--- config.mk ---
export PLATFORM = sky130hd
export DESIGN_NAME = bytepack
export DESIGN_NICKNAME = d
export VERILOG_FILES = /design/src/rtl/bytepack.sv
export SDC_FILE = /design/constraint.sdc
export NUM_CORES = 1
export LEC_CHECK = 0
export ABC_AREA = 1
export CAP_MARGIN = 20
export CORE_ASPECT_RATIO = 0.9
export CORE_UTILIZATION = 50
export CTS_BUF_LIST = sky130_fd_sc_hd__clkbuf_8
export DETAILED_ROUTE_END_ITERATION = 16
export GPL_ROUTABILITY_DRIVEN = 0
export PLACE_DENSITY_LB_ADDON = 0.1
export SKIP_CTS_REPAIR_TIMING = 1
export SLEW_MARGIN = 20
export SYNTH_ARGS = -nofsm -noshare
export SYNTH_HDL_FRONTEND = slang
export SYNTH_SLANG_ARGS = --single-unit
--- constraint.sdc ---
create_clock -name clk -period 1.8 [get_ports clk]
set_input_delay 0.36 -clock clk [delete_from_list [all_inputs] [get_ports clk]]
set_output_delay 0.36 -clock clk [all_outputs]
set_load 0.1 [all_outputs]
--- src/rtl/bytepack.sv ---
// bytepack: assembles a byte stream into WIDTH-bit words, LE or rev8 order.
// Ports: In* byte handshake (valid/ready/last/rev), Out* registered word handshake.
module bytepack #(
  parameter int WIDTH = 32
) (
  input  logic               clk,
  input  logic               reset_n,
  input  logic               InValid,
  output logic               InReady,
  input  logic [7:0]         InByte,
  input  logic               InLast,
  input  logic               Rev,
  output logic               OutValid,
  input  logic               OutReady,
  output logic [WIDTH-1:0]   OutWord,
  output logic [WIDTH/8-1:0] OutMask,
  output logic               OutZeroByte
);

  localparam int NB = WIDTH / 8;
  localparam int CW = $clog2(NB);

  logic [CW-1:0]    cnt;
  logic             rev_q;
  logic [WIDTH-1:0] acc_data;
  logic [NB-1:0]    acc_mask;
  logic             acc_zero;

  logic             in_fire;
  logic             out_fire;
  logic             first;
  logic             order;
  logic             done;
  logic [NB-1:0]    lane_sel;
  logic [WIDTH-1:0] nxt_data;
  logic [NB-1:0]    nxt_mask;
  logic             nxt_zero;

  assign InReady  = ~OutValid | OutReady;
  assign in_fire  = InValid & InReady;
  assign out_fire = OutValid & OutReady;
  assign first    = (cnt == '0);

  // Rev only matters on the first byte; later bytes follow the latched order.
  assign order = first ? Rev : rev_q;

  always_comb begin
    lane_sel = '0;
    for (int j = 0; j < NB; j++) begin
      if (order)
        lane_sel[j] = (cnt == CW'(NB - 1 - j));
      else
        lane_sel[j] = (cnt == CW'(j));
    end
  end

  always_comb begin
    nxt_data = acc_data;
    for (int j = 0; j < NB; j++) begin
      if (lane_sel[j])
        nxt_data[8*j +: 8] = InByte;
    end
    nxt_mask = acc_mask | lane_sel;
    nxt_zero = acc_zero | (InByte == 8'h00);
  end

  assign done = in_fire & ((cnt == CW'(NB - 1)) | InLast);

  always_ff @(posedge clk or negedge reset_n) begin
    if (!reset_n) begin
      cnt      <= '0;
      rev_q    <= 1'b0;
      acc_data <= '0;
      acc_mask <= '0;
      acc_zero <= 1'b0;
    end else if (in_fire) begin
      if (first)
        rev_q <= Rev;
      if (done) begin
        cnt      <= '0;
        acc_data <= '0;
        acc_mask <= '0;
        acc_zero <= 1'b0;
      end else begin
        cnt      <= cnt + CW'(1);
        acc_data <= nxt_data;
        acc_mask <= nxt_mask;
        acc_zero <= nxt_zero;
      end
    end
  end

  // A completing word overrides a same-cycle drain, keeping OutValid high.
  always_ff @(posedge clk or negedge reset_n) begin
    if (!reset_n) begin
      OutValid    <= 1'b0;
      OutWord     <= '0;
      OutMask     <= '0;
      OutZeroByte <= 1'b0;
    end else if (done) begin
      OutValid    <= 1'b1;
      OutWord     <= nxt_data;
      OutMask     <= nxt_mask;
      OutZeroByte <= nxt_zero;
    end else if (out_fire) begin
      OutValid <= 1'b0;
    end
  end

endmodule

Word-level counts from Yosys, hierarchy flattened:

Index checks and enable logic that the tools add are counted.

* add/sub/neg operators: 1
* eq/ne operators: 3
* mux-type cells: 15
* bitwise operators: 8
* reduce and logical (&&, ||, !) cells: 3

Operator list (number)
* $mux W32: 1
* $mux W8: 4
* $logic_not A8 Y1: 1
* $mux W1: 8
* $eq A2 B2 Y1 const B: 2
* $mux W4: 1
* $or A4 B4 Y4: 1
* $and A1 B1 Y1: 3
* $or A1 B1 Y1: 3
* $add A2 B1 Y2 const B: 1
* $eq A2 B1 Y1 const B: 1
* $logic_not A2 Y1: 1
* $mux W2: 1
* $reduce_bool A2 Y1: 1
* $not A1 Y1: 1

* register bits: 78
* input port bits: 14
* output and inout port bits: 39
* logic and storage cells: 39

Longest topological paths before layout:

Gate-level depths: netlist of the first run.

* depth in word-level cells: 5
* gate-level depth with buffers: 9
* mapped depth without buffers: 9

Worst setup path after synthesis of the first run:

Ideal clock, no wire load.

* path kind: reg-to-reg
* start: reg OutValid
* end: reg OutWord[10]
* library setup time: 68 ps
* arrival: 2377 ps
* data required time: 1732 ps
* slack: -645 ps
* stages on the path, launching flop included: 8
* path buffers: 1
* period minus slack after synthesis: 2445 ps
* path through: dfrtp_1 -> nand2_2 -> nand2_4 -> inv_1 -> o21ai_2 -> buf_2 -> nand2_1 -> nand2_1

* word-level cells in the longest chain between the ends: 4

RTL lines
* start, declared: line 13 `output logic OutValid,`
* start signal, assigned: line 96 `OutValid <= 1'b0;`
* start signal, assigned: line 101 `OutValid <= 1'b1;`
* start signal, assigned: line 106 `OutValid <= 1'b0;`
* $not A1 Y1: line 39 `assign InReady = ~OutValid | OutReady;`
* $or A1 B1 Y1: line 39
* named net InReady: line 9 `output logic InReady,`
* $and A1 B1 Y1: line 40 `assign in_fire = InValid & InReady;`
* $and A1 B1 Y1: line 67 `assign done = in_fire & ((cnt == CW'(NB - 1)) | InLast);`
* end signal, assigned: line 102 `OutWord <= nxt_data;`
* end, declared: line 15 `output logic [WIDTH-1:0] OutWord,`

The timed path passes the listed nets, and every way through them passes these cells.
A chain may end at the register's enable or synchronous reset.

Final worst setup path of the first run:

* start: reg cnt[1]
* end: reg OutWord[14]

* word-level cells in the longest chain between the ends: 4
* elaborated cells on any way between the ends: 9
* classes of those cells: eq/ne: 3; mux: 3; bitwise: 2; reduce/logical: 1

RTL lines
* start, declared: line 23 `logic [CW-1:0] cnt;`
* start signal, assigned: line 85 `cnt <= cnt + CW'(1);`
* $logic_not A2 Y1: line 42 `assign first = (cnt == '0);`
* $mux W1
* $mux W1: line 50 `if (order)`
* $mux W8: line 60 `if (lane_sel[j])`

Parallel ways exist; a longest one is shown, timed or not.

==> out/summary.txt, run 1 <==
worst slew pin tran: 0.4684 ns
Synth cell types: 21
Fill cells: 551
Die Area: 7945 um2
Max IR drop VDD: 0.001222 V
Tot Pwr: 9.892 mW
final period utilization: 92.87%
GR Overflow Total: 0
1st-pass router iterations: 5
Clk Latency, worst-skew pair: 0.37 ns
top cell type's share of synthesized area: 51.42%
most frequent CP cell: nand3_1
Top Ports: 53
total core area: 7184 um2
clock sink count: 78
Port Buf Inserts: 52
initial antenna violation count: 0
clock-pin slew on the worst setup and hold paths: 0.08 ns
CTS tree: built
Buf/Inv on CP: 3
largest net degree at the start of global routing: 36
Synth area leader: dfrtp_1
Clock Power Share: 13.9%
pwr dens: 1913 nW/um2
crit-path max FO: 7
gr usage total: 26.43%
clk buf depth: 2
cell area after synthesis: 3796 um2
Finished Layout Cells: 644
Starting Density: 52.84%
post-layout net count: 566
skew final: 0.006477 ns
Inst Count DP: 627
Clock Root Buffer: clkbuf_8
hold slack: 0.4787 ns
vias after detailed routing: 3507
status: finished clean
global-route wire length before repair: 16.05 mm
Min-Delay Path Class: in2async
setup TNS: 0 ns
synth warn: 0
register area: 1956 um2
Area Overhead vs Synth: 36.22%
Combinational Power Share: 57.8%
share of layout cells above drive strength 1: 17.24%
Mapped Cells: 476
critical path's largest stage delay: 0.43 ns
synth top area cells: dfrtp_1 (51%), nand2_1 (18%), nand3_1 (15%), inv_1 (4.8%), ha_1 (2.0%)
number of global-route vias before repair: 3455
Worst Setup Start Kind: flop
Num CTS Buffers: 9
post-synth net total: 496
Avg Inst Size Synth: 7.975 um2
Die Height: 84.66 um
Slew Viols, Final: 0
final worst path period need: 1.672 ns
Final Hold Fails: 0
DRC: 0
area of the multi-input gates: 1577 um2
highest-delay cell along the critical path: dfrtp_1
LEAKAGE: 2.735 nW
Switching Fraction: 50.24%
crit path DAT: 1.98 ns
sequential power share: 28.3%
Worst slew margin: 68.77%
H-tree depth: 3
Initial DRC Count: 221
CP cell instances: inv_1 > ha_2 > inv_1 > nand2_2 > buf_4 > nand3_1 > nand3_1 > nand3_1 > nand2_1
CP top delay family: simple AND/OR/NAND/NOR gates
P_int: 4.922 mW
Routed Wire Length: 9.493 mm
die width: 93.85 um
number of setup violations in the final report: 0
DRT antenna net count: 0
share of the yosys chip area belonging to registers: 51.42%
row cnt: 29
diode count: 0
RSZ-0062 raised after global routing: false
switching power: 4.970 mW
total of max-cap violations: 0
f_max: 0.5982 GHz
Wirelength per Cell: 14.74 um
type of the worst setup path: reg2reg
FF+latch count, synth: 78
CP Capture Type: flop
Avg Vias per Cell: 5.446
dpl hpwl: 6.650 mm
Worst EP required: 2.11 ns
## flip-flops by register name, summed over array words and instances (netlist names)
register,count
acc_mask,4
cnt,2
acc_data,32
OutValid,1
OutWord,32
OutZeroByte,1
OutMask,4
acc_zero,1
rev_q,1
## area by class of cell
| cell class | instances | share of cell area (%) |
|---|---|---|
| Multi-Input combinational cell | 333 | 30.49 |
| Timing Repair Buffer | 74 | 21.78 |
| Clock inverter | 6 | 1.379 |
| Clock buffer | 10 | 2.662 |
| Sequential cell | 78 | 37.82 |
| Inverter | 50 | 3.629 |
| Tap cell | 93 | 2.250 |
## cells by family (layout without fill, tap and decap cells)
| group | after synthesis | count (layout) | synth area share (%) |
|---|---|---|---|
| simple gates | 315 | 315 | 36.52 |
| flops | 78 | 78 | 51.42 |
| compound gates | 12 | 12 | 2.143 |
| fa+ha+maj | 6 | 6 | 1.978 |
| buf+inv | 65 | 140 | 7.943 |
## path summary, 6_finish.rpt
check / startpoint / end / slack (ns) / depth (start not counted)
min in group clk: acc_data[26] / acc_data[26] / 0.49 / 2
worst min register to register: acc_data[26] / acc_data[26] / 0.49 / 2
worst max-delay path: cnt[1] / OutWord[14] / 0.13 / 9
max in group asynchronous: reset_n / OutWord[12] / 0.77 / 3
worst min-delay path: reset_n / OutWord[23] / 0.48 / 2
worst max register to register: cnt[1] / OutWord[14] / 0.13 / 9
## synth_stat cells, drive strengths merged
cell and count:
a21oi 1, buf 12, clkbuf 3, dfrtp 78, ha 6, inv 50, nand2 183, nand3 114
nand3b 8, nor2 8, nor3 2, o21a 1, o21ai 10
## power by group through the flow
stage	combinational [mW]	clock [mW]	sequential, mW
final	5.72	1.37	2.80
after global routing	6.01	1.45	2.87
after CTS	5.70	1.39	2.80
after detailed placement	5.67	0	2.83
after global placement	5.60	0	2.81
after floorplan	1.27	0	5.08
## routing by layer
layer	up-vias	GRT usage, %	wire [um]
li1	1656	-	-
met1	1681	35.34	4032
met2	138	41.67	4561
met3	32	6.069	633
met4	0	10.63	265
met5	-	0	0
## placed cells by master, fill, tap and decap left out, types with 2 or more instances in the layout
cell,netlist,layout
nand2_1,178,175
nand3_1,114,112
dfrtp_1,78,77
inv_1,49,49
buf_12,0,43
buf_4,2,18
clkdlybuf4s50_1,0,12
clkbuf_8,0,10
nor2_1,8,8
nand3b_1,8,8
o21ai_0,6,6
nand2_2,4,6
ha_1,6,5
clkinv_4,0,3
nand2_4,1,2
nand3_2,0,2
o21ai_1,2,2
clkinvlp_4,0,2
## metrics by stage
step,util [%],cell area [um2],setup WS (ns)
after global routing,71.98,5171,0.002955
after detailed placement,68.53,4923,0.01556
after CTS,71.44,5132,0.08058
final,71.98,5171,0.1283
after global placement,68.53,4923,0.05801
after floorplan,-,3805,0.04221
No activity file was read; power rests on OpenSTA's default activity.
==> run 2: changes to the inputs <==
--- a/config.mk
+++ b/config.mk
@@ -5,10 +5,9 @@
 export SDC_FILE = /design/constraint.sdc
 export NUM_CORES = 1
 export LEC_CHECK = 0
-export ABC_AREA = 1
 export CAP_MARGIN = 20
 export CORE_ASPECT_RATIO = 0.9
-export CORE_UTILIZATION = 50
+export CORE_UTILIZATION = 40
 export CTS_BUF_LIST = sky130_fd_sc_hd__clkbuf_8
 export DETAILED_ROUTE_END_ITERATION = 16
 export GPL_ROUTABILITY_DRIVEN = 0
==> out/summary.txt, run 2 <==
CP cell instances: inv_2 > ha_4 > mux2i_4 > buf_12 > mux2i_4 > mux2i_1 > o21ai_1
Die Area: 8933 um2
adder-cell area share of the yosys netlist: 2.193%
post-synthesis mux area share: 12.72%
H-tree depth: 3
Initial DRC Count: 151
Worst slew margin: 74.41%
Area Overhead vs Synth: 51.17%
highest-delay cell along the critical path: dfrtp_1
Synth Area in Compound Gates: 16.92%
RSZ-0062 raised after global routing: true
CP Capture Type: flop
P_int: 4.991 mW
clock-pin slew on the worst setup and hold paths: 0.08 ns
Slew Viols, Final: 0
Mapped Cells: 301
clock sink count: 78
Synth cell types: 28
die width: 99.52 um
register area: 1956 um2
post-layout net count: 399
Synth Area in XOR/XNOR: 0%
skew final: 0.007965 ns
Async S/R FF share, synth: 100.0%
worst slew pin tran: 0.3803 ns
cell area after synthesis: 3423 um2
Area after DPL: 4788 um2
row cnt: 31
post-layout instance area: 5175 um2
top cell type's share of synthesized area: 57.02%
Clock Power Share: 18.1%
number of global-route vias before repair: 2664
DRT antenna net count: 0
status: finished with violations
share of the yosys chip area belonging to registers: 57.02%
Fill cells: 648
Wirelength per Cell: 16.03 um
synth warn: 0
clk buf depth: 2
switching power: 3.941 mW
most frequent cells in the layout: dfrtp_1 (77), buf_12 (47), nand2_1 (41), a22o_1 (32), mux2i_1 (30)
type of the worst setup path: reg2reg
gr usage total: 19.89%
Top Ports: 53
area of the multi-input gates: 1514 um2
diode count: 0
total core area: 8184 um2
DRC: 0
1st-pass router iterations: 4
Primary FF master, synth: dfrtp_1
Worst EP required: 2.04 ns
post-synth net total: 321
commonest cells in the netlist: dfrtp_1 (78), nand2_1 (41), a22o_1 (32), mux2i_1 (32), o21ai_1 (29)
vias after detailed routing: 2513
worst-case reg-to-reg path depth: 7
pwr dens: 1726 nW/um2
final period utilization: 103.4%
commonest non-fill, non-tap cell in the layout: dfrtp_1
GR Overflow Total: 0
Clk Latency, worst-skew pair: 0.35 ns
worst setup margin: -0.06151 ns
Avg Inst Size Synth: 11.37 um2
Worst Setup Start Kind: flop
Post-synth EDFFs: 0
Starting Density: 41.83%
most frequent CP cell: mux2i_4
post-placement setup slack: -0.2844 ns
Clock Root Buffer: clkbuf_8
Simple-Gate Fraction of Synth Area: 8.151%
Avg Vias per Cell: 5.036
count leader, synth: dfrtp_1
LEAKAGE: 2.378 nW
Routed Wire Length: 8.001 mm
violated checks: setup timing
Regs by FF count: OutWord (32), acc_data (32)
Port Buf Inserts: 52
largest net degree at the start of global routing: 40
dpl hpwl: 5.653 mm
sequential power share: 28.9%
global-route wire length before repair: 13.66 mm
critical path's largest stage delay: 0.42 ns
f_max: 0.5372 GHz
largest family of logic cells by synthesized area: compound AO/OA/AOI/OAI gates
initial antenna violation count: 0
Max IR drop VDD: 0.001093 V
final worst path period need: 1.862 ns
crit path DAT: 2.10 ns
number of setup violations in the final report: 28
Switching Fraction: 44.12%
Min-Delay Path Class: in2async
total of max-cap violations: 0
Combinational Power Share: 53.0%
Die Height: 89.77 um
Final Hold Fails: 0
CTS tree: built
crit-path max FO: 5
Num CTS Buffers: 9
share of layout cells above drive strength 1: 32.29%
FF+latch count, synth: 78
Synth area leader: dfrtp_1
synth top area cells: dfrtp_1 (57%), mux2i_1 (9.4%), a22o_1 (8.2%), nand2_1 (4.5%), o21ai_1 (4.2%)
-- run 2: kinds of logic after synthesis --
kind of cell,count (synthesis)
buf+inv,26
compound gates,87
flops,78
mux,38
simple gates,66
fa+ha+maj,6
-- run 2: path summary, 6_finish.rpt --
check | startpoint | endpoint | slack [ns]
setup / recovery | cnt[0] | OutWord[20] | -0.06
hold / removal | reset_n | OutWord[2] | 0.44
setup reg to reg | cnt[0] | OutWord[20] | -0.06
hold reg to reg | acc_mask[1] | acc_mask[1] | 0.49
max in group asynchronous | reset_n | OutValid | 0.76
min in group clk | acc_mask[1] | acc_mask[1] | 0.49
-- run 2: layout make-up --
cell class / instances / area share [%]
Multi-Input combinational cell: 197 / 29.26
Clock inverter: 6 / 2.103
Sequential cell: 78 / 37.79
Inverter: 3 / 0.2176
Tap cell: 115 / 2.780
Clock buffer: 10 / 2.660
Timing Repair Buffer: 90 / 25.19
-- run 2: worst max-delay path: cells and delay by family, from the launching register on --
family                   cells  cell delay (ns)
AO/OA/AOI/OAI                1             0.08
adder cells (fa/ha/maj)      1             0.15
buffers and inverters        2             0.25
flip-flops                   1             0.42
multiplexers                 3             0.87
-- run 2: metrics by stage --
step                hold slack (ns)  total power [mW]  utilization, %  cells  setup TNS [ns]
finish                       0.4363             8.932           63.23    499         -0.6311
global route                 0.4454             9.310           63.23    499          -5.338
CTS                         -0.1137             8.866           61.52    497          -4.980
detailed placement           0.2751             7.227           58.51    481          -12.42
global placement             0.2750             7.180           58.51    481          -11.87
floorplan                   0.06441             5.382               -    301          -3.498
-- run 2: routing by layer --
| metal | track usage (%) | part of all wire [%] |
|---|---|---|
| met4 | 4.779 | 0.87 |
| met2 | 30.84 | 48 |
| met3 | 5.365 | 3.1 |
| met1 | 27.77 | 48 |
| met5 | 0 | 0 |
-- run 2: power groups by stage --
| stage | combinational, mW | clock, mW | sequential [mW] |
|---|---|---|---|
| 2_1_floorplan | 1.02 | 0 | 4.36 |
| 3_3_place_gp | 4.57 | 0 | 2.61 |
| 3_5_place_dp | 4.62 | 0 | 2.61 |
| 4_1_cts | 4.62 | 1.66 | 2.58 |
| 5_1_grt | 4.93 | 1.74 | 2.64 |
| 6_report | 4.74 | 1.61 | 2.58 |
==> run 3: changes to the inputs <==
--- a/config.mk
+++ b/config.mk
@@ -7,7 +7,7 @@
 export LEC_CHECK = 0
 export CAP_MARGIN = 20
 export CORE_ASPECT_RATIO = 0.9
-export CORE_UTILIZATION = 40
+export CORE_UTILIZATION = 35
 export CTS_BUF_LIST = sky130_fd_sc_hd__clkbuf_8
 export DETAILED_ROUTE_END_ITERATION = 16
 export GPL_ROUTABILITY_DRIVEN = 0
==> out/summary.txt, run 3 (synthesized netlist as in run 2, its figures left out) <==
number of setup violations in the final report: 28
crit path DAT: 2.11 ns
clk buf depth: 2
f_max: 0.5373 GHz
DRC: 0
clock sink count: 78
gr usage total: 17.96%
global-route wire length before repair: 13.66 mm
Wirelength per Cell: 16.29 um
Top Ports: 53
commonest non-fill, non-tap cell in the layout: dfrtp_1
final period utilization: 103.4%
Worst Setup Start Kind: flop
largest net degree at the start of global routing: 43
DRT antenna net count: 0
CP cell instances: inv_2 > ha_4 > mux2i_4 > buf_12 > mux2i_4 > buf_12 > mux2i_1 > o21ai_1
Clk Latency, worst-skew pair: 0.35 ns
CTS tree: built
highest-delay cell along the critical path: dfrtp_1
Avg Vias per Cell: 4.939
dpl hpwl: 6.188 mm
Buf/Inv on CP: 3
LEAKAGE: 2.409 nW
final worst path period need: 1.861 ns
total of max-cap violations: 0
Area after DPL: 4910 um2
Worst Setup SP: cnt[0]
post-layout net count: 414
Initial DRC Count: 103
violated checks: setup timing
die width: 106.2 um
Port Buf Inserts: 52
Starting Density: 36.85%
type of the worst setup path: reg2reg
Fill cells: 807
total core area: 9290 um2
status: finished with violations
number of global-route vias before repair: 2610
R2R Path Start: cnt[0]
Final Hold Fails: 0
Routed Wire Length: 8.488 mm
area of the multi-input gates: 1460 um2
Inst Count DP: 503
Worst slew margin: 66.20%
row cnt: 33
GR Overflow Total: 0
Regs by FF count: OutWord (32), acc_data (32)
share of layout cells above drive strength 1: 33.33%
post-placement setup slack: -0.3280 ns
Num CTS Buffers: 9
worst setup margin: -0.06124 ns
worst slew pin tran: 0.5023 ns
most frequent cells in the layout: dfrtp_1 (77), buf_4 (46), buf_12 (46), nand2_1 (41), a22o_1 (32)
Area Overhead vs Synth: 50.77%
diode count: 0
register area: 1956 um2
post-layout instance area: 5161 um2
Worst EP required: 2.05 ns
Clock Root Buffer: clkbuf_8
Finished Layout Cells: 521
1st-pass router iterations: 4
pwr dens: 1655 nW/um2
critical path's largest stage delay: 0.42 ns
crit-path max FO: 9
initial antenna violation count: 0
RSZ-0062 raised after global routing: true
CP top delay family: multiplexers
vias after detailed routing: 2573
Min-Delay Path Class: in2async
skew final: 0.01108 ns
Max IR drop VDD: 0.0008868 V
CP Capture Type: flop
Tot Pwr: 8.544 mW
Slew Viols, Final: 0
clock-pin slew on the worst setup and hold paths: 0.08 ns
H-tree depth: 3
Die Height: 95.82 um
Die Area: 10180 um2
[run 3: power breakdown]
| part | leakage [nW] | internal [mW] | switching [mW] | total [mW] |
|---|---|---|---|---|
| clock network | 0.0971 | 0.576 | 0.662 | 1.24 |
| logic | 1.27 | 1.86 | 2.87 | 4.73 |
| registers | 1.04 | 2.18 | 0.399 | 2.58 |
[run 3: layout make-up]
class                      instances  area share, %
sequential                        78          37.89
multi-input combinational        197          28.29
timing repair buffer             105          27.05
tap                              122          2.958
clock buffer                      11          2.933
clock inverter                     5         0.6545
inverter                           3         0.2182
[run 3: worst paths after layout]
path / to / slack (ns) / depth (start not counted)
min in group clk: acc_mask[0] / 0.50 / 2
min: acc_mask[0] / 0.43 / 2
max in group asynchronous: OutValid / 0.80 / 3
min reg2reg: acc_mask[0] / 0.50 / 2
max: OutWord[23] / -0.06 / 8
max reg2reg: OutWord[23] / -0.06 / 8
[run 3: stage by stage]
stage	hold WS (ns)	setup TNS, ns	utilization [%]
after floorplan	0.06441	-3.498	-
after global placement	0.2703	-11.88	52.85
after global routing	0.4431	-4.954	55.56
after detailed placement	0.2680	-13.11	52.85
after CTS	-0.1165	-4.315	54.84
final	0.4272	-1.070	55.56
[run 3: per-layer routing]
metal | up-vias | global-route usage, % | part of all wire, %
met5 | - | 0 | 0
met4 | 0 | 4.398 | 0.93
met3 | 6 | 5.078 | 3.5
met2 | 43 | 29.00 | 47
met1 | 1278 | 23.98 | 49
li1 | 1246 | - | -
